<file path="src/rtl/ddr3_read_arbiter.sv">
// ---------------------------------------------------------------------------
// ddr3_read_arbiter
//
// Shares the single DDR3 read port between the network's fetch requesters
// (weight, bias and operand loaders, resizer/pool readers). Each requester
// posts a burst (base byte address, word count). Bursts are granted one at a
// time in round-robin order; the granted burst issues one word read per
// cycle, and returning data is steered back to its owner with a one-hot
// valid.
//
// Ports:
//   clock         in   single clock, all state on its rising edge
//   reset         in   synchronous active-high reset
//   req_valid     in   [NUM_REQ]            burst request, held until accepted
//   req_addr      in   [NUM_REQ*ADDR_WIDTH] burst base byte address per requester
//   req_len       in   [NUM_REQ*LEN_WIDTH]  burst length in words per requester
//   req_ready     out  [NUM_REQ]            one-hot, one-cycle accept pulse
//   DDR3_Address  out  [ADDR_WIDTH]         read address (0 when not reading)
//   DDR3_Read     out                       read strobe, one word per cycle
//   DDR3_Input    in   [DATA_WIDTH]         read data, READ_LATENCY after strobe
//   rd_data       out  [DATA_WIDTH]         pass-through of DDR3_Input
//   rd_valid      out  [NUM_REQ]            one-hot owner of rd_data
//   burst_done    out  [NUM_REQ]            one-hot pulse on owner's last beat
//   busy          out                       high whenever not idle
// ---------------------------------------------------------------------------
module ddr3_read_arbiter #(
    parameter int NUM_REQ      = 3,
    parameter int ADDR_WIDTH   = 32,
    parameter int DATA_WIDTH   = 32,
    parameter int LEN_WIDTH    = 16,
    parameter int READ_LATENCY = 2,
    parameter int WORD_BYTES   = 4
) (
    input  logic                            clock,
    input  logic                            reset,
    input  logic [NUM_REQ-1:0]              req_valid,
    input  logic [NUM_REQ*ADDR_WIDTH-1:0]   req_addr,
    input  logic [NUM_REQ*LEN_WIDTH-1:0]    req_len,
    output logic [NUM_REQ-1:0]              req_ready,
    output logic [ADDR_WIDTH-1:0]           DDR3_Address,
    output logic                            DDR3_Read,
    input  logic [DATA_WIDTH-1:0]           DDR3_Input,
    output logic [DATA_WIDTH-1:0]           rd_data,
    output logic [NUM_REQ-1:0]              rd_valid,
    output logic [NUM_REQ-1:0]              burst_done,
    output logic                            busy
);

    localparam int IDX_W = (NUM_REQ > 1) ? $clog2(NUM_REQ) : 1;

    typedef enum logic [1:0] {
        ST_IDLE  = 2'd0,
        ST_BURST = 2'd1,
        ST_DRAIN = 2'd2,
        ST_ZERO  = 2'd3
    } state_t;

    // (ptr + offset) mod NUM_REQ, with offset < NUM_REQ and ptr < NUM_REQ
    function automatic logic [IDX_W-1:0] rr_index(input logic [IDX_W-1:0] ptr,
                                                  input int offset);
        int sum;
        sum = int'(ptr) + offset;
        return (sum >= NUM_REQ) ? IDX_W'(sum - NUM_REQ) : IDX_W'(sum);
    endfunction

    // Index to one-hot requester vector
    function automatic logic [NUM_REQ-1:0] to_onehot(input logic [IDX_W-1:0] idx);
        logic [NUM_REQ-1:0] vec;
        vec = '0;
        for (int i = 0; i < NUM_REQ; i++) begin
            if (idx == IDX_W'(i)) begin
                vec[i] = 1'b1;
            end else begin
                vec[i] = 1'b0;
            end
        end
        return vec;
    endfunction

    state_t                  state_r;
    state_t                  state_next_s;
    logic [IDX_W-1:0]        rr_ptr_r;
    logic [NUM_REQ-1:0]      owner_r;
    logic [ADDR_WIDTH-1:0]   base_r;
    logic [LEN_WIDTH-1:0]    len_r;
    logic [LEN_WIDTH-1:0]    count_r;

    logic                    win_found_s;
    logic [IDX_W-1:0]        win_idx_s;
    logic [ADDR_WIDTH-1:0]   sel_addr_s;
    logic [LEN_WIDTH-1:0]    sel_len_s;
    logic                    accept_s;
    logic                    issue_s;
    logic                    last_beat_s;
    logic                    inflight_s;
    logic [ADDR_WIDTH-1:0]   addr_calc_s;

    // Return pipeline: one entry per issued read, READ_LATENCY deep
    logic [READ_LATENCY-1:0] pipe_valid_r;
    logic [NUM_REQ-1:0]      pipe_owner_r [READ_LATENCY];

    // Round-robin winner search, starting at rr_ptr and wrapping
    always_comb begin
        win_found_s = 1'b0;
        win_idx_s   = '0;
        for (int k = 0; k < NUM_REQ; k++) begin
            if (!win_found_s && req_valid[rr_index(rr_ptr_r, k)]) begin
                win_found_s = 1'b1;
                win_idx_s   = rr_index(rr_ptr_r, k);
            end else begin
                win_found_s = win_found_s;
                win_idx_s   = win_idx_s;
            end
        end
    end

    // Pick the winner's address and length slices
    always_comb begin
        sel_addr_s = '0;
        sel_len_s  = '0;
        for (int i = 0; i < NUM_REQ; i++) begin
            if (win_idx_s == IDX_W'(i)) begin
                sel_addr_s = req_addr[i*ADDR_WIDTH +: ADDR_WIDTH];
                sel_len_s  = req_len[i*LEN_WIDTH +: LEN_WIDTH];
            end else begin
                sel_addr_s = sel_addr_s;
                sel_len_s  = sel_len_s;
            end
        end
    end

    // Accept only from IDLE; an accept during reset would be discarded, so
    // it is suppressed to keep req_ready truthful
    always_comb begin
        accept_s = (state_r == ST_IDLE) && win_found_s && !reset;
        issue_s  = (state_r == ST_BURST);
    end

    // Any read still in flight ahead of the pipeline output stage
    always_comb begin
        inflight_s = 1'b0;
        for (int i = 0; i < READ_LATENCY - 1; i++) begin
            inflight_s = inflight_s | pipe_valid_r[i];
        end
    end

    // In DRAIN no new reads enter, so the output beat is the last one once
    // every earlier stage is empty
    always_comb begin
        last_beat_s = pipe_valid_r[READ_LATENCY-1] && !inflight_s;
    end

    // Word address of the current beat; wraps silently at ADDR_WIDTH
    always_comb begin
        addr_calc_s = base_r + (ADDR_WIDTH'(count_r) * ADDR_WIDTH'(WORD_BYTES));
    end

    // FSM state register
    always_ff @(posedge clock) begin
        if (reset) begin
            state_r <= ST_IDLE;
        end else begin
            state_r <= state_next_s;
        end
    end

    // FSM next-state logic
    always_comb begin
        state_next_s = state_r;
        case (state_r)
            ST_IDLE: begin
                if (accept_s) begin
                    if (sel_len_s != '0) begin
                        state_next_s = ST_BURST;
                    end else begin
                        state_next_s = ST_ZERO;
                    end
                end else begin
                    state_next_s = ST_IDLE;
                end
            end
            ST_BURST: begin
                if (count_r == (len_r - LEN_WIDTH'(1))) begin
                    state_next_s = ST_DRAIN;
                end else begin
                    state_next_s = ST_BURST;
                end
            end
            ST_DRAIN: begin
                if (last_beat_s) begin
                    state_next_s = ST_IDLE;
                end else begin
                    state_next_s = ST_DRAIN;
                end
            end
            ST_ZERO: begin
                state_next_s = ST_IDLE;
            end
            default: begin
                state_next_s = ST_IDLE;
            end
        endcase
    end

    // FSM outputs
    always_comb begin
        req_ready    = '0;
        DDR3_Read    = 1'b0;
        DDR3_Address = '0;
        burst_done   = '0;
        busy         = 1'b1;
        case (state_r)
            ST_IDLE: begin
                busy = 1'b0;
                if (accept_s) begin
                    req_ready = to_onehot(win_idx_s);
                end else begin
                    req_ready = '0;
                end
            end
            ST_BURST: begin
                DDR3_Read    = 1'b1;
                DDR3_Address = addr_calc_s;
            end
            ST_DRAIN: begin
                if (last_beat_s) begin
                    burst_done = owner_r;
                end else begin
                    burst_done = '0;
                end
            end
            ST_ZERO: begin
                burst_done = owner_r;
            end
            default: begin
                busy = 1'b1;
            end
        endcase
    end

    // Burst bookkeeping: owner, base, length, beat counter and rotation pointer
    always_ff @(posedge clock) begin
        if (reset) begin
            rr_ptr_r <= '0;
            owner_r  <= '0;
            base_r   <= '0;
            len_r    <= '0;
            count_r  <= '0;
        end else if (accept_s) begin
            rr_ptr_r <= rr_index(win_idx_s, 1);
            owner_r  <= to_onehot(win_idx_s);
            base_r   <= sel_addr_s;
            len_r    <= sel_len_s;
            count_r  <= '0;
        end else if (issue_s) begin
            count_r  <= count_r + LEN_WIDTH'(1);
        end else begin
            count_r  <= count_r;
        end
    end

    // Return pipeline shift; reset flushes it so stale returns are dropped
    always_ff @(posedge clock) begin
        if (reset) begin
            pipe_valid_r <= '0;
            for (int i = 0; i < READ_LATENCY; i++) begin
                pipe_owner_r[i] <= '0;
            end
        end else begin
            pipe_valid_r[0] <= issue_s;
            pipe_owner_r[0] <= owner_r;
            for (int i = 1; i < READ_LATENCY; i++) begin
                pipe_valid_r[i] <= pipe_valid_r[i-1];
                pipe_owner_r[i] <= pipe_owner_r[i-1];
            end
        end
    end

    // Data steering
    always_comb begin
        rd_data = DDR3_Input;
        if (pipe_valid_r[READ_LATENCY-1]) begin
            rd_valid = pipe_owner_r[READ_LATENCY-1];
        end else begin
            rd_valid = '0;
        end
    end

endmodule

</file>
<file path="config.mk">
export PLATFORM = sky130hd
export DESIGN_NAME = ddr3_read_arbiter
export DESIGN_NICKNAME = d
export VERILOG_FILES = /design/src/rtl/ddr3_read_arbiter.sv
export SDC_FILE = /design/constraint.sdc
export NUM_CORES = 1
export LEC_CHECK = 0
export ABC_CLOCK_PERIOD_IN_PS = 3700
export BUFFER_PORTS_ARGS = -buffer_cell sky130_fd_sc_hd__buf_4
export CAP_MARGIN = 40
export CORE_UTILIZATION = 25
export DETAILED_ROUTE_END_ITERATION = 16
export GPL_ROUTABILITY_DRIVEN = 1
export PLACE_DENSITY = 0.61
export RECOVER_POWER = 50
export SLEW_MARGIN = 5
export SYNTH_ARGS = -nofsm -noshare
export SYNTH_HDL_FRONTEND = slang
export SYNTH_SLANG_ARGS = --single-unit
</file>
<file path="constraint.sdc">
create_clock -name clock -period 3.7 [get_ports clock]
set_input_delay 0.74 -clock clock [delete_from_list [all_inputs] [get_ports clock]]
set_output_delay 0.74 -clock clock [all_outputs]
set_load 0.05 [all_outputs]
</file>
# Word level (Yosys, flattened, before mapping)
# Memory sizes are Yosys's and may differ from the RTL's.
# Cells that the tools add are included.
# classes
n_mux	43
bitwise_logic	2
n_reduce_logical	13
n_lt_le_gt_ge	7
add_sub_neg	10
eq_ne	6
# op_table
op	n
2-to-1 mux 32 bit	4
2-to-1 mux 16 bit	3
adder 32 x 18 -> 32 bit	1
2-to-1 mux 2 bit	11
2-to-1 mux 3 bit	6
adder 16 x 1 -> 16 bit, second input constant	1
equality test 16 bit	1
nonzero test 16 bit	1
subtractor 16 x 1 -> 16 bit, second input constant	1
2-to-1 mux 1 bit	14
greater-or-equal comparator 3 x 2 -> 1 bit, second input constant	3
< comparator 2 x 3 -> 1 bit, second input constant	3
one-hot mux 2 bit (4 select lines)	1
subtractor 2 bit, second input constant	4
adder 2 x 1 -> 3 bit, second input constant	2
binary-select mux 1 bit (select 2 bit)	3
equality test 2 bit, second input constant	3
one-hot mux 3 bit (2 select lines)	1
logical AND 1 bit	5
equality test 2 x 1 -> 1 bit, second input constant	2
zero test 1 bit	4
zero test 2 bit	2
adder 2 x 2 -> 3 bit, second input constant	1
greater-or-equal comparator 2 bit, second input constant	1
2 further kinds	3
# word_totals
input_bits	181
mem_count	1
register_bits	73
word_cells	89
output_inout_bits	75
mem_bits_rw	6
# mem_list
name	words	width	rd	rd_ports_with_merged_regs	wr	line_no	rtl
pipe_owner_r	2	3	2	0	2	100	logic [NUM_REQ-1:0] pipe_owner_r [READ_LATENCY];

# Logic depth before layout (Yosys ltp)
# depth
depth_word	19
mapped_depth	18

# Worst setup path after synthesis
# No wires, ideal clock.
# synth_timing
kind	input to output
start	input port req_valid[1]
end	output port req_ready[1]
t_arrival_ns	3.318
stages	11
path_slack_ns	-0.358
n_path_buf	3
cell_sequence	mux2i_1 nor2_1 a31oi_1 nor4b_1 a222oi_1 inv_1 ha_1 clkbuf_1 buf_1 clkbuf_1 and2_1
# synth_between
elab_chain_len	13
# synth_rtl
item	line_no	rtl
start: declaration	36	input logic [NUM_REQ-1:0] req_valid,
binary-select mux 1 bit (select 2 bit)	107	if (!win_found_s && req_valid[rr_index(rr_ptr_r, k)]) begin
2-to-1 mux 1 bit (implied by the code)	107	
2-to-1 mux 1 bit	107	
zero test 1 bit	107	
logical AND 1 bit	107	
2-to-1 mux 1 bit	107	
zero test 1 bit	107	
logical AND 1 bit	107	
2-to-1 mux 2 bit or 2-to-1 mux 1 bit (tied branches)	107	
equality test 2 x 1 -> 1 bit or logical AND 1 bit (tied branches)	71, 135	
2-to-1 mux 1 bit or logical AND 1 bit (tied branches)	71, 135	
2-to-1 mux 3 bit *	215	if (accept_s) begin
2-to-1 mux 3 bit *	212	case (state_r)
end: declaration	39	output logic [NUM_REQ-1:0] req_ready,
# Mark *: on every way between the ends. The rest lies on a longest branch, timed or not. The select of a mux whose other input is x is not followed.

# Worst setup path after layout
# layout_timing
start	register count_r[9]
end	output port DDR3_Address[20]
# layout_between
elab_chain_len	2
# layout_rtl
item	line_no	rtl
start: declaration	86	logic [LEN_WIDTH-1:0] count_r;
start signal: assignment	256	count_r <= count_r + LEN_WIDTH'(1);
start signal: assignment	258	count_r <= count_r;
adder 32 x 18 -> 32 bit	155	addr_calc_s = base_r + (ADDR_WIDTH'(count_r) * ADDR_WIDTH'(WORD_BYTES));
2-to-1 mux 32 bit	212	
end: declaration	40	output logic [ADDR_WIDTH-1:0] DDR3_Address,
# No other way between the ends.

==> impl_metrics.toml <==
[synth]
syn_inst = 818
synth_cell_types = 57
post-synth-top-area-cell = "dfxtp_1"
yosysWarnings = 0
ys_seq_elements = 78
ys_top_cells_by_area = "dfxtp_1 (27%), nand2_1 (11%), a21oi_1 (6.5%)"
synth_most_common_cell = "nand2_1"
synth-edff-count = 0
avgSynthCellArea_sq_um = 7.08
synth_top_flop_cell = "dfxtp_1"
ys_top_cells_by_count = "nand2_1 (168), dfxtp_1 (78), a21oi_1 (75), o21ai_0 (69), nor2_1 (57)"
async_flop_share = 0
synth.net_count = 1025
yosysSeqAreaShare = 0.269
netlist_area_sq_um = 5790
yosysTopAreaCellShare = 0.269

[global_routing]
grt-ovfl-total = 0
grt_antenna_before_repair = 0
grt_max_degree = 61
grt_pass1_vias = 5725
grt_usage = 0.153
grt_pass1_wl_mm = 29.2

[power_and_ir_drop]
power.leakage_nw = 3.26
max-vdd-ir-drop_mv = 0.451
p_int_mw = 3.43
p_switching_mw = 3.33
powerDensity_nw_per_um2 = 854
swShare = 0.493
combPwrFrac = 0.641
power_frac_seq = 0.217
clkPwrFrac = 0.142

[route]
routedWlPerCell_microns = 15.1
num_vias = 6099
viasPerCell = 4.86
finalWirelength_mm = 18.9
drt-initial-drc-count = 260
drc = 0
final_antenna_net_count = 0
first_pass_iters = 5

[sta]
timing.fmax_ghz = 0.270
finalCriticalPeriod_ns = 3.70
worst_pin_slew_ns = 2.73
maxSlewViolCount = 61
slew-limit-headroom = -0.817
holdWs_ns = 0.432
layout_setup_ws_ns = 0.00177
clock_skew_ns = 0.00585
rsz0062_at_grt = "true"
setup_viol = 0
hold_viol_final = 0
fin_crit_sh = 1.00

[cells_and_area]
antenna_cells = 0
finalNetCount = 1172
syn_to_final_growth_pct = 36.8
ff_latch_area_sq_um = 1570
fillers = 2454
drive_gt1_frac = 0.275
multi_input_area_sq_um = 3950

[clock_network]
cts.clk_slew.worst_paths_ns = 0.06
cts_made_buffers = 9
cts_tree = "done"
insertion_delay_ns = 0.33
holdBufCountCts = 0
cts.path.max_buffers = 2
cts-root-buf = "clkbuf_16"
htree_num_levels = 3
cts_sinks = 78

[floorplanning]
die_y_microns = 154
die_w_microns = 154
ios = 256
start_util = 0.255
core_sq_um = 22700
core.rowCount = 55
die-area_sq_um = 23800

[placement]
place_ws_ns = 0.101
dpl.hpwl_mm = 14.7
port_buffers = 191
finalWeightedCongestion = 0.876

[worst_setup_path]
worstSetupEndpointType = "output port"
start_kind = "flip-flop"
crit_type = "flip-flop to output port"
required_ns = 2.96
crit_arrival_ns = 2.96
path_max_fanout = 8

[status]
violations = "capacitance limit, slew limit"
status = "finished with violations"

[min_path]
hp-class = "flip-flop to flip-flop"

[run]
max_cap_viol_count = 1
[worst max-delay path: stages (launching register included)]
cell and delay [ns]:
dfxtp_1 0.52, ha_4 0.28, a21o_1 0.20, a221oi_1 0.37, nor2b_1 0.22, o21ai_2 0.07
a21oi_1 0.14, buf_4 0.19, buf_2 0.21, or3_1 0.13, a21oi_1 0.06, buf_4 0.24
[cell families (layout without fill, tap and decap cells)]
| family | Yosys count | in the layout | share of synthesized area |
|---|---|---|---|
| flip-flops | 78 | 78 | 0.269 |
| AO/OA/AOI/OAI | 241 | 241 | 0.254 |
| multiplexers | 4 | 4 | 0.00713 |
| adder cells (fa/ha/maj) | 26 | 26 | 0.0574 |
| AND/OR/NAND/NOR | 320 | 320 | 0.250 |
| buffers and inverters | 100 | 252 | 0.0877 |
| XOR/XNOR | 49 | 49 | 0.0741 |
[sequential cells by signal, indices dropped and copies added (netlist names)]
signal        count
len_r            16
owner_r           2
state_r           2
count_r          16
pipe_owner_r      6
rr_ptr_r          2
base_r           32
pipe_valid_r      2
[final cells by class]
class,instances,area share
clock buffer,11,0.0306
clock inverter,5,0.0104
inverter,17,0.00805
multi-input combinational,640,0.498
sequential,78,0.198
tap,285,0.0450
timing repair buffer,219,0.210
[worst paths after layout]
check	depth (start not counted)	from	slack (ns)	endpoint
setup / recovery	11	count_r[9]$_SDFFE_PP0P_	0.002	DDR3_Address[20]
hold / removal	2	pipe_valid_r[0]$_SDFF_PP0_	0.43	pipe_valid_r[1]$_SDFF_PP0_
hold reg to reg	2	pipe_valid_r[0]$_SDFF_PP0_	0.43	pipe_valid_r[1]$_SDFF_PP0_
setup reg to reg	17	rr_ptr_r[1]$_SDFFE_PP0P_	0.30	state_r[1]$_SDFF_PP0_
[power groups by stage]
stage	logic, mW	clock network, mW	registers, mW
after floorplan	3.15	0	1.35
after global placement	4.17	0	1.46
after detailed placement	4.20	0	1.47
after CTS	4.22	0.979	1.45
after global routing	4.82	1.01	1.51
final	4.34	0.959	1.47
[cell usage in the layout (no fill, tap or decap), types with 9 or more instances in the layout]
master and instances:
a21o_1 15, a21oi_1 63, a21oi_2 12, a22oi_1 48, and2_1 9, buf_4 191, clkbuf_1 14, clkbuf_16 9
dfxtp_1 74, ha_1 16, inv_1 17, nand2_1 168, nand3_1 14, nor2_1 56, o21ai_0 66, or3_1 11
xnor2_1 27, xor2_1 22
[metrics by stage]
step / TNS [ns] / instance area [sq um] / util / power (mW) / std cells
5_1_grt: -0.825 / 7930 / 0.349 / 7.34 / 1255
3_5_place_dp: 0 / 7380 / 0.325 / 5.67 / 1232
2_1_floorplan: -0.0697 / 5830 / - / 4.49 / 818
3_3_place_gp: 0 / 7380 / 0.325 / 5.62 / 1232
6_report: 0 / 7930 / 0.349 / 6.77 / 1255
4_1_cts: 0 / 7730 / 0.340 / 6.65 / 1248
[what timing repair did]
item                                    CTS  global route
buffers inserted                          0             6
pin swaps                                 0             5
resized for setup                         5            42
endpoints found under the setup margin   11            29
gates cloned                              0             1
[per-layer routing]
layer  vias up  share of wire  global-route usage
li1       3118              -                   -
met1      2800           0.45               0.191
met2       159           0.49               0.267
met3        22          0.050              0.0297
met4         0          0.015              0.0443
met5         -              0                   0
Note: power is estimated with default switching activity, not from simulation.
